`config.mk`:
```
export PLATFORM = sky130hd
export DESIGN_NAME = mvu_out_stream
export DESIGN_NICKNAME = d
export VERILOG_FILES = /design/src/rtl/mvu_pkg.sv /design/src/rtl/mvu_out_fifo.sv /design/src/rtl/mvu_out_stream.sv
export SDC_FILE = /design/constraint.sdc
export NUM_CORES = 1
export LEC_CHECK = 0
export ABC_CLOCK_PERIOD_IN_PS = 4300
export BUFFER_PORTS_ARGS = -buffer_cell sky130_fd_sc_hd__buf_2
export CAP_MARGIN = 40
export CORE_MARGIN = 1
export CORE_UTILIZATION = 37
export CTS_CLUSTER_DIAMETER = 100
export DETAILED_ROUTE_END_ITERATION = 7
export GPL_ROUTABILITY_DRIVEN = 0
export PLACE_DENSITY_LB_ADDON = 0.05
export SYNTH_ARGS = -nofsm -noshare
export SYNTH_HDL_FRONTEND = slang
export SYNTH_SLANG_ARGS = --single-unit
export TNS_END_PERCENT = 1
```
`constraint.sdc`:
```
create_clock -name clk -period 4.3 [get_ports clk]
set_clock_uncertainty 0.2 [all_clocks]
set_input_delay 0.645 -clock clk [delete_from_list [all_inputs] [get_ports clk]]
set_output_delay 0.645 -clock clk [all_outputs]
set_load 0.005 [all_outputs]
```
`src/rtl/mvu_pkg.sv`:
```
// Shared constants and helpers for the matrix-vector unit output drain.
package mvu_pkg;

  localparam int DEF_PE    = 4;
  localparam int DEF_TDSTI = 16;
  localparam int DEF_OPE   = 2;
  localparam int DEF_DEPTH = 4;
  localparam int DEF_NF    = 8;

  // Counter width that stays at least one bit when the count range is 1.
  function automatic int cnt_w(input int n);
    return (n > 1) ? $clog2(n) : 1;
  endfunction

  // Bit offset of output lane `lane` of beat `beat` inside a packed input vector.
  function automatic int lane_lsb(input int beat, input int lane, input int ope, input int w);
    return (beat * ope + lane) * w;
  endfunction

endpackage

```
`src/rtl/mvu_out_fifo.sv`:
```
// Synchronous FIFO holding whole accumulator vectors.
// The head entry is read combinationally from storage.
module mvu_out_fifo
  import mvu_pkg::*;
#(
  parameter int W     = DEF_PE * DEF_TDSTI,
  parameter int DEPTH = DEF_DEPTH
) (
  input  logic         clk,
  input  logic         rst_n,
  input  logic         push,
  input  logic         pop,
  input  logic [W-1:0] wdata,
  output logic [W-1:0] rdata,
  output logic         full,
  output logic         empty
);

  localparam int AW = cnt_w(DEPTH);

  logic [W-1:0]  mem [DEPTH];
  logic [AW-1:0] wr_ptr;
  logic [AW-1:0] rd_ptr;
  logic [AW:0]   count;
  logic          wr;
  logic          rd;

  assign full  = (count == (AW+1)'(DEPTH));
  assign empty = (count == '0);
  assign wr    = push && !full;
  assign rd    = pop && !empty;
  assign rdata = mem[rd_ptr];

  always_ff @(posedge clk) begin
    if (wr) mem[wr_ptr] <= wdata;
  end

  // DEPTH is a power of two, so the pointers wrap naturally.
  always_ff @(posedge clk or negedge rst_n) begin
    if (!rst_n) begin
      wr_ptr <= '0;
      rd_ptr <= '0;
      count  <= '0;
    end else begin
      if (wr) wr_ptr <= wr_ptr + 1'b1;
      if (rd) rd_ptr <= rd_ptr + 1'b1;
      case ({wr, rd})
        2'b10:   count <= count + 1'b1;
        2'b01:   count <= count - 1'b1;
        default: count <= count;
      endcase
    end
  end

endmodule

```
`src/rtl/mvu_out_stream.sv`:
```
// Buffers completed PE accumulator vectors and streams them out as OPE-lane beats,
// flagging the final beat of every NF-vector frame with out_last.
module mvu_out_stream
  import mvu_pkg::*;
#(
  parameter int PE    = DEF_PE,
  parameter int TDstI = DEF_TDSTI,
  parameter int OPE   = DEF_OPE,
  parameter int DEPTH = DEF_DEPTH,
  parameter int NF    = DEF_NF
) (
  input  logic                  clk,
  input  logic                  rst_n,
  input  logic                  in_v,
  input  logic [PE*TDstI-1:0]   in_d,
  output logic                  in_rdy,
  output logic                  out_v,
  output logic [OPE*TDstI-1:0]  out_d,
  output logic                  out_last,
  input  logic                  out_rdy
);

  localparam int BEATS = PE / OPE;
  localparam int BW    = cnt_w(BEATS);
  localparam int VW    = cnt_w(NF);

  logic [PE*TDstI-1:0] head;
  logic                full;
  logic                empty;
  logic                rdy_reg;
  logic [BW-1:0]       beat_cnt;
  logic [VW-1:0]       vec_cnt;
  logic                push;
  logic                pop;
  logic                hs;
  logic                last_beat;

  mvu_out_fifo #(
    .W     (PE * TDstI),
    .DEPTH (DEPTH)
  ) u_fifo (
    .clk   (clk),
    .rst_n (rst_n),
    .push  (push),
    .pop   (pop),
    .wdata (in_d),
    .rdata (head),
    .full  (full),
    .empty (empty)
  );

  // Holds in_rdy low until the first edge after reset release.
  always_ff @(posedge clk or negedge rst_n) begin
    if (!rst_n) rdy_reg <= 1'b0;
    else        rdy_reg <= 1'b1;
  end

  assign in_rdy    = rdy_reg && !full;
  assign push      = in_v && in_rdy;
  assign out_v     = !empty;
  assign hs        = out_v && out_rdy;
  assign last_beat = (beat_cnt == BW'(BEATS - 1));
  assign pop       = hs && last_beat;
  assign out_last  = out_v && last_beat && (vec_cnt == VW'(NF - 1));

  always_ff @(posedge clk or negedge rst_n) begin
    if (!rst_n) begin
      beat_cnt <= '0;
      vec_cnt  <= '0;
    end else if (hs) begin
      if (last_beat) begin
        beat_cnt <= '0;
        vec_cnt  <= (vec_cnt == VW'(NF - 1)) ? '0 : vec_cnt + 1'b1;
      end else begin
        beat_cnt <= beat_cnt + 1'b1;
      end
    end
  end

  for (genvar gi = 0; gi < OPE; gi++) begin : g_lane
    assign out_d[gi*TDstI +: TDstI] =
      out_v ? head[lane_lsb(int'(beat_cnt), gi, OPE, TDstI) +: TDstI] : '0;
  end

  // A vector offered while in_rdy is low is dropped; flag it in simulation.
  always @(posedge clk) begin
    assert (!rst_n || !in_v || in_rdy)
      else $warning("mvu_out_stream: in_v asserted while in_rdy low, vector dropped");
  end

endmodule

```
==> reports/results.ini <==
[status]
status = finished, final reports clean

[sta]
tns_ns = 0
worst_hold_slack_ns = 0.133
clock.fmax_mhz = 290
period_minus_slack_ns = 3.44
final-setup-viol-count = 0
fin_ws_ns = 0.857
fin_crit_sh_pct = 80.1
slew_viol_final = 0
max_slew.worst_pin.slew_ns = 0.753
final_hold_viol_count = 0
relSlewSlack_pct = 49.8
rsz0062_at_grt = false

[placed_design]
dp_cells = 865
placed_area_um2 = 11200
port_buffers = 102
post-place-ws_ns = 1.32
place_hpwl_um = 10700

[floorplanning]
num_rows = 60
start_util_pct = 37.9
floorplan.die_area_um2 = 28400
io_pins = 103
die_y_um = 168
die_x_um = 168
core_um2 = 27000

[worst_setup_path]
crit_path_max_incr_delay_ns = 0.76
crit_path_end_kind = output pin
critical-path-slowest-cell = dfrtp_4
cp_max_fo = 30
reg2reg_to = u_fifo.count[2]$_DFFE_PN0P_
startpoint_type = flop
rr_startpoint = u_fifo.count[2]$_DFFE_PN0P_
rr_worst_depth = 8
worstPathRequired_ns = 3.45
r2r_slack_ns = 1.90
cp.arrival_ns = 2.60
critical_path_class = flop to output pin
cp_cell_sequence = buf_12, mux4_2, a22o_1, buf_2

[clocking]
cts_sinks = 268
cts_tree = built
clk_latency_ns = 0.52
clockRootBuffer = clkbuf_16
cts_setup_buffers = 0
path_clk_slew_ns = 0.06
cts_buffer_depth = 3
h-tree-depth = 1
cts_made_buffers = 29

[drt]
drc = 0
firstDrtPassIters = 4
viasPerCell = 5.10
via_count = 4679
drt_iter0_drc = 223
wl_per_cell_um = 21.9
ant_nets = 0
drt_wl_total_um = 20100

[final_layout]
stdcell_count = 918
largest_reg_flops = 256
n_fill_cell = 2341
drive_above_1_share_pct = 38.9
area.growth.synth_to_final_pct = 17.3
final_common_cell = edfxtp_1
final_nets = 632
multi_input_area_um2 = 2080
stdcell_area_um2 = 12000
mostFrequentLayoutCells = edfxtp_1, buf_2, mux4_2
final-seq-area_um2 = 8000
utilization_pct = 44.5
reg_top3 = u_fifo.mem x256, u_fifo.count x3, vec_cnt x3
top_register = u_fifo.mem

[power_and_ir_drop]
powerDensity_nw_per_um2 = 652
seqPwrFrac_pct = 44.2
peakVddDrop_v = 0.000499
internal_power_mw = 5.62
switching_power_mw = 2.21
sw_frac_of_total_pct = 28.2
clkPwrFrac_pct = 28.1
leakage_nw = 4.10
combPwrFrac_pct = 27.8
p_total_mw = 7.84

[global_routing]
use_met3_pct = 3.50
grt_pass1_vias = 5059
grt_max_degree = 65
overflow = 0
antenna_found_initial = 4
grt_pass1_wl_um = 30300
track_usage_pct = 14.5
use_met2_pct = 24.1
grt-busiest-layer = met2
use_met1_pct = 19.2

[logic_synthesis]
yosys_most_used_dff = edfxtp_1
synth_fp_nets = 511
syn_area_per_cell_um2 = 23.6
ys_seq_elements = 268
synth_warnings = 0
async_flop_share_pct = 4.48
ys_types = 32
syn-cell-area_um2 = 10200
syn_inst = 435
synth_edf_count = 256
seq_area_frac_synth_pct = 77.9

[min_path]
min_delay_path_depth = 1
hold_path_end = u_fifo.mem[1][59]$_DFFE_PP_
worstHoldStart = in_d[59]
hold_path.class = input port to flop

[run]
drv_cap = 0

-- synth_stat cells, types with 2 or more instances --
cell | instances | area [um2]
a22o_1 | 30 | 263
ha_1 | 7 | 87.6
clkbuf_1 | 6 | 22.5
edfxtp_1 | 256 | 7690
a22o_2 | 2 | 20.0
inv_1 | 6 | 22.5
nor2_1 | 2 | 7.51
mux4_2 | 64 | 1440
xnor2_1 | 5 | 43.8
and2_1 | 4 | 25.0
buf_6 | 9 | 101
buf_2 | 5 | 25.0
dfrtp_1 | 12 | 300
buf_4 | 2 | 15.0
nand2_1 | 7 | 26.3
xor2_1 | 2 | 17.5
-- logic make-up (layout without fill, tap and decap cells) --
group,after synthesis,in the layout,synth area share (%)
buffers and inverters,29,170,1.86
DFF,268,268,77.9
muxes,66,66,14.3
adders and majority gates,8,8,1.05
xor gates and xnor gates,7,7,0.598
and+or+nand+nor,19,19,1.09
AOI/OAI and AO/OA,37,37,3.16
other,1,2,0.0366
-- per-layer routing --
| layer | part of all wire [%] | wire [um] |
|---|---|---|
| met1 | 43 | 8650 |
| met2 | 49 | 9870 |
| met3 | 6.0 | 1210 |
| met4 | 1.8 | 352 |
| met5 | 0.15 | 30 |
-- worst max path at each step --
stage / start / end / slack, ns / depth (start not counted)
floorplan: in_v / u_fifo.mem[0][0]$_DFFE_PP_ / 1.09 / 3
global placement: u_fifo.rd_ptr[0]$_DFFE_PN0P_ / out_d[3] / 1.33 / 4
detailed placement: u_fifo.rd_ptr[0]$_DFFE_PN0P_ / out_d[14] / 1.32 / 4
CTS: u_fifo.rd_ptr[0]$_DFFE_PN0P_ / out_d[14] / 0.75 / 4
global route: u_fifo.rd_ptr[0]$_DFFE_PN0P_ / out_d[3] / 0.65 / 4
finish: u_fifo.rd_ptr[0]$_DFFE_PN0P_ / out_d[3] / 0.86 / 4
-- power groups by stage --
stage	Clock, mW	Sequential [mW]	Combinational (mW)
final	2.20	3.46	2.18
after global routing	2.38	3.51	2.38
after CTS	2.28	3.48	2.26
after detailed placement	0	3.53	2.25
after global placement	0	3.52	2.22
after floorplan	0	3.33	1.66
-- worst max-delay path: cells and delay by family (launching register included) --
| kind | cells | cell delay [ns] |
|---|---|---|
| DFF | 1 | 0.76 |
| buffers and inverters | 2 | 0.48 |
| muxes | 1 | 0.54 |
| AOI/OAI and AO/OA | 1 | 0.28 |
-- final cells by class --
class,instances,share of cell area (%)
Antenna cell,1,0.0208
Clock buffer,37,6.29
Clock inverter,14,0.718
Inverter,7,0.219
Multi-Input combinational cell,138,17.3
Sequential cell,268,66.5
Tap cell,341,3.55
Timing Repair Buffer,112,5.41
-- what timing repair did --
item	in CTS	in global routing
hold buffers	1	0
resized for setup	0	0
endpoints found under the hold margin	12	0
No activity file was read; power rests on OpenSTA's default activity.
